===== src/rtl/soc_axi_pkg.sv =====
// Shared AXI4 fabric definitions for the RAM responder: widths, encodings, FSM states,
// the read-buffer entry layout and the burst address generator.
package soc_axi_pkg;

  localparam int ADDR_W = 32;
  localparam int DATA_W = 32;
  localparam int STRB_W = 4;
  localparam int ID_W   = 4;
  localparam int LEN_W  = 8;

  localparam logic [1:0] AXI_BURST_FIXED = 2'b00;
  localparam logic [1:0] AXI_BURST_INCR  = 2'b01;
  localparam logic [1:0] AXI_BURST_WRAP  = 2'b10;
  localparam logic [1:0] AXI_RESP_OKAY   = 2'b00;

  typedef enum logic [2:0] {
    ST_IDLE,
    ST_WRITE,
    ST_WRITE_RESP,
    ST_READ,
    ST_READ_DRAIN
  } state_e;

  typedef enum logic {
    GRANT_READ,
    GRANT_WRITE
  } grant_e;

  // 39-bit read response entry: {rdata, rresp, rid, rlast}
  typedef struct packed {
    logic [DATA_W-1:0] data;
    logic [1:0]        resp;
    logic [ID_W-1:0]   id;
    logic              last;
  } rbuf_t;

  // Next beat address; the reserved burst encoding behaves as INCR.
  function automatic logic [ADDR_W-1:0] axi_next_addr(
    input logic [ADDR_W-1:0] addr,
    input logic [1:0]        burst,
    input logic [LEN_W-1:0]  len
  );
    logic [ADDR_W-1:0] mask;
    mask = (({{(ADDR_W-LEN_W){1'b0}}, len} + 32'd1) << 2) - 32'd1;
    case (burst)
      AXI_BURST_FIXED: return addr;
      AXI_BURST_WRAP:  return (addr & ~mask) | ((addr + 32'd4) & mask);
      default:         return addr + 32'd4;
    endcase
  endfunction

endpackage


===== src/rtl/soc_axi_ram_resp_fifo.sv =====
// Two-entry read response buffer between the RAM return path and the AXI R channel;
// count is exported so the read issue logic never overruns it.
module soc_axi_ram_resp_fifo
  import soc_axi_pkg::*;
(
  input  logic       clk_i,
  input  logic       rst_i,
  input  logic       push_i,
  input  rbuf_t      push_data_i,
  output logic       accept_o,
  output logic       valid_o,
  input  logic       pop_i,
  output rbuf_t      pop_data_o,
  output logic [1:0] count_o
);

  rbuf_t      mem_q [2];
  logic       wr_ptr_q;
  logic       rd_ptr_q;
  logic [1:0] count_q;
  logic       do_push;
  logic       do_pop;

  assign accept_o   = (count_q != 2'd2);
  assign valid_o    = (count_q != 2'd0);
  assign pop_data_o = mem_q[rd_ptr_q];
  assign count_o    = count_q;
  assign do_push    = push_i && accept_o;
  assign do_pop     = pop_i && valid_o;

  always_ff @(posedge clk_i) begin
    if (rst_i) begin
      // NOTE: the two entries are cleared too; at this depth it is cheap and keeps rdata_o
      // at a known value out of reset instead of leaking stale read data.
      for (int i = 0; i < 2; i++) mem_q[i] <= '0;
      wr_ptr_q <= 1'b0;
      rd_ptr_q <= 1'b0;
      count_q  <= 2'd0;
    end else begin
      if (do_push) begin
        mem_q[wr_ptr_q] <= push_data_i;
        wr_ptr_q        <= ~wr_ptr_q;
      end
      if (do_pop) rd_ptr_q <= ~rd_ptr_q;
      case ({do_push, do_pop})
        2'b10:   count_q <= count_q + 2'd1;
        2'b01:   count_q <= count_q - 2'd1;
        default: count_q <= count_q;
      endcase
    end
  end

endmodule


===== src/rtl/soc_axi_ram_responder.sv =====
// AXI4 slave terminating FIXED/INCR/WRAP bursts onto a single-ported synchronous RAM port.
// One transaction at a time; read/write grants alternate on a tie.
module soc_axi_ram_responder
  import soc_axi_pkg::*;
(
  input  logic              clk_i,
  input  logic              rst_i,
  input  logic              inport_awvalid_i,
  input  logic [ADDR_W-1:0] inport_awaddr_i,
  input  logic [ID_W-1:0]   inport_awid_i,
  input  logic [LEN_W-1:0]  inport_awlen_i,
  input  logic [1:0]        inport_awburst_i,
  output logic              inport_awready_o,
  input  logic              inport_wvalid_i,
  input  logic [DATA_W-1:0] inport_wdata_i,
  input  logic [STRB_W-1:0] inport_wstrb_i,
  input  logic              inport_wlast_i,
  output logic              inport_wready_o,
  output logic              inport_bvalid_o,
  output logic [1:0]        inport_bresp_o,
  output logic [ID_W-1:0]   inport_bid_o,
  input  logic              inport_bready_i,
  input  logic              inport_arvalid_i,
  input  logic [ADDR_W-1:0] inport_araddr_i,
  input  logic [ID_W-1:0]   inport_arid_i,
  input  logic [LEN_W-1:0]  inport_arlen_i,
  input  logic [1:0]        inport_arburst_i,
  output logic              inport_arready_o,
  output logic              inport_rvalid_o,
  output logic [DATA_W-1:0] inport_rdata_o,
  output logic [1:0]        inport_rresp_o,
  output logic [ID_W-1:0]   inport_rid_o,
  output logic              inport_rlast_o,
  input  logic              inport_rready_i,
  output logic [ADDR_W-1:0] ram_addr_o,
  output logic [STRB_W-1:0] ram_wr_o,
  output logic              ram_rd_o,
  output logic [DATA_W-1:0] ram_wdata_o,
  input  logic [DATA_W-1:0] ram_rdata_i
);

  state_e            state_q, state_d;
  grant_e            last_grant_q;
  logic [ADDR_W-1:0] cur_addr_q;
  logic [ID_W-1:0]   id_q;
  logic [LEN_W-1:0]  len_q;
  logic [LEN_W-1:0]  beat_q;
  logic [1:0]        burst_q;
  logic              inflight_q;
  logic              inflight_last_q;

  logic aw_grant, ar_grant, aw_hs, ar_hs;
  logic w_beat, last_beat, rd_issue, rd_pop;
  logic fifo_accept, fifo_valid, fifo_push;
  logic [1:0] fifo_count;
  logic [2:0] rbuf_used;
  rbuf_t fifo_in, fifo_out;
  logic wlast_unused;

  // Bursts end on the beat count alone, so wlast carries no information here.
  assign wlast_unused = inport_wlast_i;

  assign aw_grant  = inport_awvalid_i && (!inport_arvalid_i || last_grant_q == GRANT_READ);
  assign ar_grant  = inport_arvalid_i && (!inport_awvalid_i || last_grant_q == GRANT_WRITE);
  assign aw_hs     = inport_awvalid_i && inport_awready_o;
  assign ar_hs     = inport_arvalid_i && inport_arready_o;
  assign last_beat = (beat_q == len_q);
  assign w_beat    = (state_q == ST_WRITE) && inport_wvalid_i;
  assign rd_pop    = fifo_valid && inport_rready_i;
  assign rbuf_used = {1'b0, fifo_count} + {2'b00, inflight_q};
  // A slot freed by this cycle's pop is reusable at once, sustaining one read beat per cycle.
  assign rd_issue  = (state_q == ST_READ) && (rbuf_used < (3'd2 + {2'b00, rd_pop}));

  always_ff @(posedge clk_i) begin
    if (rst_i) state_q <= ST_IDLE;
    else       state_q <= state_d;
  end

  always_comb begin
    state_d = state_q;
    case (state_q)
      ST_IDLE: begin
        if (aw_hs)      state_d = ST_WRITE;
        else if (ar_hs) state_d = ST_READ;
      end
      ST_WRITE:      if (w_beat && last_beat)       state_d = ST_WRITE_RESP;
      ST_WRITE_RESP: if (inport_bready_i)           state_d = ST_IDLE;
      ST_READ:       if (rd_issue && last_beat)     state_d = ST_READ_DRAIN;
      ST_READ_DRAIN: if (rd_pop && fifo_out.last)   state_d = ST_IDLE;
      default:                                      state_d = ST_IDLE;
    endcase
  end

  always_comb begin
    // NOTE: every output gets a default before the case so no path leaves one unassigned,
    // which would otherwise infer a latch.
    inport_awready_o = 1'b0;
    inport_arready_o = 1'b0;
    inport_wready_o  = 1'b0;
    inport_bvalid_o  = 1'b0;
    ram_wr_o         = '0;
    ram_wdata_o      = '0;
    ram_rd_o         = 1'b0;
    case (state_q)
      ST_IDLE: begin
        inport_awready_o = aw_grant;
        inport_arready_o = ar_grant;
      end
      ST_WRITE: begin
        inport_wready_o = 1'b1;
        if (inport_wvalid_i) begin
          ram_wr_o    = inport_wstrb_i;
          ram_wdata_o = inport_wdata_i;
        end
      end
      ST_WRITE_RESP: inport_bvalid_o = 1'b1;
      ST_READ:       ram_rd_o        = rd_issue;
      default: ;
    endcase
  end

  assign ram_addr_o     = {cur_addr_q[ADDR_W-1:2], 2'b00};
  assign inport_bresp_o = AXI_RESP_OKAY;
  assign inport_bid_o   = id_q;

  always_ff @(posedge clk_i) begin
    if (rst_i) begin
      last_grant_q    <= GRANT_READ;
      cur_addr_q      <= '0;
      id_q            <= '0;
      len_q           <= '0;
      beat_q          <= '0;
      burst_q         <= '0;
      inflight_q      <= 1'b0;
      inflight_last_q <= 1'b0;
    end else begin
      // NOTE: non-blocking assignments so every register here samples pre-edge values,
      // independent of statement order.
      inflight_q <= rd_issue;
      if (rd_issue) inflight_last_q <= last_beat;
      if (aw_hs || ar_hs) begin
        cur_addr_q   <= aw_hs ? inport_awaddr_i  : inport_araddr_i;
        id_q         <= aw_hs ? inport_awid_i    : inport_arid_i;
        len_q        <= aw_hs ? inport_awlen_i   : inport_arlen_i;
        burst_q      <= aw_hs ? inport_awburst_i : inport_arburst_i;
        beat_q       <= '0;
        last_grant_q <= aw_hs ? GRANT_WRITE : GRANT_READ;
      end else if (w_beat || rd_issue) begin
        cur_addr_q <= axi_next_addr(cur_addr_q, burst_q, len_q);
        beat_q     <= beat_q + 8'd1;
      end
    end
  end

  // RAM data returns one cycle after the issue and is tagged with that beat's rlast.
  assign fifo_in   = '{data: ram_rdata_i, resp: AXI_RESP_OKAY, id: id_q, last: inflight_last_q};
  assign fifo_push = inflight_q && fifo_accept;

  soc_axi_ram_resp_fifo u_rbuf (
    .clk_i       (clk_i),
    .rst_i       (rst_i),
    .push_i      (fifo_push),
    .push_data_i (fifo_in),
    .accept_o    (fifo_accept),
    .valid_o     (fifo_valid),
    .pop_i       (rd_pop),
    .pop_data_o  (fifo_out),
    .count_o     (fifo_count)
  );

  assign inport_rvalid_o = fifo_valid;
  assign inport_rdata_o  = fifo_out.data;
  assign inport_rresp_o  = fifo_out.resp;
  assign inport_rid_o    = fifo_out.id;
  assign inport_rlast_o  = fifo_out.last;

endmodule


===== config.mk =====
export PLATFORM = sky130hd
export DESIGN_NAME = soc_axi_ram_responder
export DESIGN_NICKNAME = d
export VERILOG_FILES = /design/src/rtl/soc_axi_pkg.sv /design/src/rtl/soc_axi_ram_resp_fifo.sv /design/src/rtl/soc_axi_ram_responder.sv
export SDC_FILE = /design/constraint.sdc
export NUM_CORES = 1
export LEC_CHECK = 0
export CORE_UTILIZATION = 48
export CTS_CLUSTER_SIZE = 40
export DETAILED_ROUTE_END_ITERATION = 10
export DONT_BUFFER_PORTS = 1
export REMOVE_ABC_BUFFERS = 1
export SLEW_MARGIN = 20
export SYNTH_ARGS = -nofsm -noshare
export SYNTH_HDL_FRONTEND = slang
export SYNTH_SLANG_ARGS = --single-unit
export TNS_END_PERCENT = 100

===== constraint.sdc =====
create_clock -name clk_i -period 8.91 [get_ports clk_i]
set_clock_uncertainty 0.2 [all_clocks]
set_input_delay 1.782 -clock clk_i [delete_from_list [all_inputs] [get_ports clk_i]]
set_output_delay 1.782 -clock clk_i [all_outputs]
set_load 0.005 [all_outputs]

After elaboration in Yosys (flattened, before gate mapping)
Memory sizes are Yosys's and may differ from the RTL's. A register that Yosys moved wholly into a read port is not among the register bits.
Cells that the tools add are included.
{"block": "totals", "inputBits": 168, "word_cells": 107, "n_memories": 1, "register_bits": 64, "ram_bits": 74}
{"name": "u_rbuf.mem_q", "depth": 2, "word_bits": 37, "rd": 1, "rd_ports_with_merged_regs": 1, "wr": 2, "line": "soc_axi_ram_resp_fifo.sv:17", "text": "rbuf_t mem_q [2];"}
{"block": "classes", "order_cmp": 1, "bitwise": 7, "mux": 35, "n_eq_ne": 15, "reduce_logical": 28, "addsub": 8}
{"operator": "32-bit 2-to-1 mux", "count": 5}
{"operator": "32-bit bitwise AND", "count": 2}
{"operator": "32-bit case mux with 2 select lines", "count": 1}
{"operator": "37-bit 2-to-1 mux", "count": 1}
{"operator": "37-bit OR reduction", "count": 1}
{"operator": "32-bit by 3-bit adder with 32-bit output, second input constant", "count": 1}
{"operator": "32-bit inverter", "count": 1}
{"operator": "32-bit bitwise OR", "count": 1}
{"operator": "3-bit 2-to-1 mux", "count": 6}
{"operator": "1-bit 2-to-1 mux", "count": 15}
{"operator": "3-bit case mux with 5 select lines", "count": 1}
{"operator": "1-bit logical AND", "count": 13}
{"operator": "4-bit 2-to-1 mux", "count": 3}
{"operator": "11-bit by 1-bit subtractor with 12-bit output, second input constant", "count": 1}
{"operator": "8-bit by 1-bit adder with 9-bit output, second input constant", "count": 1}
{"operator": "8-bit by 1-bit adder with 8-bit output, second input constant", "count": 1}
{"operator": "8-bit == test", "count": 1}
{"operator": "8-bit 2-to-1 mux", "count": 1}
{"operator": "2-bit inequality test, second input constant", "count": 4}
{"operator": "3-bit by 2-bit == test with 1-bit output, second input constant", "count": 2}
{"operator": "2-bit nonzero test", "count": 3}
{"operator": "5-bit AND reduction", "count": 1}
{"operator": "2-bit == test, second input constant", "count": 2}
{"operator": "1-bit logical OR", "count": 4}
{"operator": "18 further kinds", "count": 22}

Longest topological paths before layout
{"block": "logic_depth", "depth_word": 8, "depth_mapped": 10, "depth_no_buf": 8}

By module
A second synthesis with hierarchy kept.
{"block": "hier_totals", "cells_unflattened": 855, "area_unflattened_um2": 8066.5}
{"mod": "soc_axi_ram_responder", "seq_area_each_um2": 1161.1, "cells_each": 579, "n_inst": 1, "area_each_um2": 4430.5}
{"mod": "soc_axi_ram_resp_fifo", "seq_area_each_um2": 2442.3, "cells_each": 276, "n_inst": 1, "area_each_um2": 3636.0}

Worst setup path before layout
OpenSTA, ideal clock, no wires.
{"block": "synth_path", "kind": "in2out", "from": "input inport_rready_i", "to": "output ram_rd_o", "path_slack_ns": 4.413, "t_arrival_ns": 2.515, "n_path_buf": 0, "path_stages": 4, "cell_sequence": "o21ai_2 o21ai_0 or3b_2 inv_1"}
{"block": "synth_between", "elab_chain_len": 5}
{"item": "start, declared", "line": "soc_axi_ram_responder.sv:34", "text": "input logic inport_rready_i,"}
{"item": "1-bit logical AND", "line": "soc_axi_ram_responder.sv:69", "text": "assign rd_pop = fifo_valid && inport_rready_i;"}
{"item": "2-bit by 1-bit adder with 3-bit output", "line": "soc_axi_ram_responder.sv:72", "text": "assign rd_issue = (state_q == ST_READ) && (rbuf_used < (3'd2 + {2'b00, rd_pop}));"}
{"item": "3-bit less-than comparator", "line": "soc_axi_ram_responder.sv:72"}
{"item": "1-bit logical AND", "line": "soc_axi_ram_responder.sv:72"}
{"item": "1-bit 2-to-1 mux", "line": "soc_axi_ram_responder.sv:104", "text": "case (state_q)"}
{"item": "end, declared", "line": "soc_axi_ram_responder.sv:37", "text": "output logic ram_rd_o,"}
No other way between the ends.

Worst setup path in the final report
{"block": "layout_path", "from": "input inport_arvalid_i", "to": "output inport_awready_o"}
{"block": "layout_between", "elab_chain_len": 4}
{"item": "start, declared", "line": "soc_axi_ram_responder.sv:23", "text": "input logic inport_arvalid_i,"}
{"item": "1-bit logical NOT", "line": "soc_axi_ram_responder.sv:63", "text": "assign aw_grant = inport_awvalid_i && (!inport_arvalid_i || last_grant_q == GRANT_READ);"}
{"item": "1-bit logical OR", "line": "soc_axi_ram_responder.sv:63"}
{"item": "1-bit logical AND", "line": "soc_axi_ram_responder.sv:63"}
{"item": "1-bit 2-to-1 mux", "line": "soc_axi_ram_responder.sv:104"}
{"item": "end, declared", "line": "soc_axi_ram_responder.sv:13", "text": "output logic inport_awready_o,"}
No other way between the ends.

==> reports/metrics.cfg <==
[synthesis]
yosys-top-cells-area = edfxtp_1 (29%), dfxtp_1 (17%), and2_1 (6.6%)
async_flop_share_pct = 0
synth_top_family_by_area = simple AND/OR/NAND/NOR gates
synth-simple-area-share_pct = 26.9
synth-adder-area-share_pct = 0.983
yosys_warnings = 0
ys.flop_type = edfxtp_1
synth.top_cell.area_share_pct = 29.1
ys_ff_latch = 137
synth_edf_count = 74
synthMuxAreaShare_pct = 6.24
ys_types = 64
syn-cell-area_um2 = 7630
synth_top_cell_by_area = edfxtp_1
synth_compound_area_share_pct = 11.9
yosysSeqAreaShare_pct = 45.6
avgSynthCellArea_um2 = 9.29
synth_cells = 822
synth-xor-area-share_pct = 3.56

[sta]
rsz0062_at_grt = false
fmax_ghz = 0.184
hold_violations = 0
worst_slack_ns = 3.47
fin_crit_ns = 5.44
max-slew-margin-rel_pct = 37.8
drv_slew = 0
finalSetupViolCount = 0
finalCritPeriodShare_pct = 61.0
whs_ns = 0.293
worst_pin_slew_ns = 0.933
tns_ns = 0

[route]
drc_errors = 0
vias = 6087
wl_per_cell_um = 20.0
dr.pass1.iters = 6
routed_via_density = 6.02
antenna_left = 0
finalWirelength_um = 20200
drtIter0Drc = 412

[setup_path]
critPathMaxStageDelay_ns = 0.64
critPathCaptureType = output port
crit_chain = nand2_1 -> nand3_2 -> clkinv_1 -> buf_4
path_max_fanout = 43
crit_type = in -> out
critical_path.slowest_cell = nand3_2
worst_ep_required_time_ns = 6.93
critPathLaunchType = input pin
worstPathArrival_ns = 3.45

[pwr]
p_leak_nw = 3.10
ir_worst_vdd_mv = 0.139
power_density_nw_per_um2 = 205

[floorplan]
start_util_pct = 49.7
ios = 287
coreArea_um2 = 15400
num_rows = 45
die_h_um = 128
die-area_um2 = 16400
die_width_um = 128

[grt]
grt_pass1_vias = 5795
antenna_found_initial = 3
globalRouteOverflowTotal = 0
grt_max_degree = 72
grt_pass1_wl_um = 30800
grtUsageTotal_pct = 24.6

[finish]
finalNonFillerCells = 1011
final_common_cell = nand2_1
layout.nets = 960
drive_above_1_share_pct = 12.0
n_fill_cell = 1414
fin_util_pct = 53.9
area_delta_synth_final_pct = 8.52
final_cell_mix = nand2_1 (130), and2_1 (80), edfxtp_1 (74)

[flow_run]
drv_cap = 0

[placement]
io_buffers = 0
gp_congestion = 0.820
hpwl_um = 14000
post-place-ws_ns = 3.42
dp.cells = 977

[clock_network]
clk_pin_slew_ns = 0.06
clk_path_buf_depth = 2
postCtsSetupBuffers = 0
hold_buffers = 0
cts_max_level = 4
cts_tree = done
numCtsBuffers = 17
clk_root_buffer_cell = clkbuf_16
ctsResizeCount = 0
worstSkewPairLatency_ns = 0.42
clkSinkCount = 137

[status]
status = completed

[worst_hold_path]
hold_path.class = reg -> reg

[routing by layer]
metal,vias to the layer above,track usage [%],wire [µm]
met4,0,7.61,261
met5,-,0,0
met2,266,42.6,10100
li1,2888,-,-
met1,2910,28.9,8150
met3,23,7.93,1730
[path summary, 6_finish.rpt]
| check | start | end | slack (ns) | depth (start not counted) |
|---|---|---|---|---|
| hold reg to reg | u_rbuf.rd_ptr_q | register | 0.29 | 2 |
| setup reg to reg | state_q[1] | register | 5.15 | 7 |
| setup / recovery | inport_arvalid_i | inport_awready_o | 3.47 | 4 |
| hold / removal | u_rbuf.rd_ptr_q | register | 0.29 | 2 |
[logic make-up (layout without fill, tap and decap cells)]
logic type                 after synthesis  after routing
AOI/OAI and AO/OA                      127            127
xor gates and xnor gates                31             31
adders and majority gates                6              6
buffers and inverters                   82             52
DFF                                    137            137
muxes                                   43             43
other                                    1              9
and+or+nand+nor                        395            395
[power breakdown]
group	internal [mW]	switching, mW
Sequential	0.714	0.0709
Clock	0.377	0.266
Combinational	0.104	0.164
Total	1.20	0.501
[Yosys cell counts, types with 6 or more instances]
| cell type | number |
|---|---|
| nand2_1 | 130 |
| and2_1 | 80 |
| edfxtp_1 | 74 |
| dfxtp_1 | 63 |
| clkbuf_1 | 47 |
| and3_1 | 45 |
| nor2_1 | 39 |
| mux2_2 | 37 |
| a31oi_1 | 26 |
| nand3_1 | 23 |
| a21oi_1 | 21 |
| xor2_1 | 18 |
| a311oi_1 | 16 |
| or4_1 | 16 |
| nand4_1 | 14 |
| nor3_1 | 14 |
| inv_1 | 13 |
| o21ai_0 | 13 |
| xnor2_1 | 13 |
| or3_1 | 11 |
| buf_2 | 10 |
| o311ai_0 | 10 |
| a211oi_1 | 9 |
| buf_4 | 6 |
| ha_1 | 6 |
| mux2i_1 | 6 |
| or2_2 | 6 |
[worst max-delay path: cells and delay by family]
| family | cells | cell delay [ns] |
|---|---|---|
| buffers and inverters | 2 | 0.95 |
| AND/OR/NAND/NOR | 2 | 0.70 |
[area by class of cell]
type / instances / area (µm²) / area share [%]
multi-input cells: 608 / 3850 / 46.5
repair buffers: 8 / 92.6 / 1.12
flip-flops and latches: 137 / 3480 / 42.1
clock inverters: 13 / 105 / 1.27
inverters: 14 / 52.6 / 0.634
clock buffers: 17 / 425 / 5.13
diodes: 3 / 7.51 / 0.0906
well taps: 211 / 264 / 3.19
[per-stage QoR]
| stage | power, mW | instance area [µm²] |
|---|---|---|
| detailed placement | 1.06 | 7730 |
| finish | 1.70 | 8290 |
| global placement | 1.05 | 7700 |
| CTS | 1.71 | 8260 |
| floorplan | 0.973 | 7350 |
| global route | 1.78 | 8280 |
Note: power is estimated with default switching activity, not from simulation.
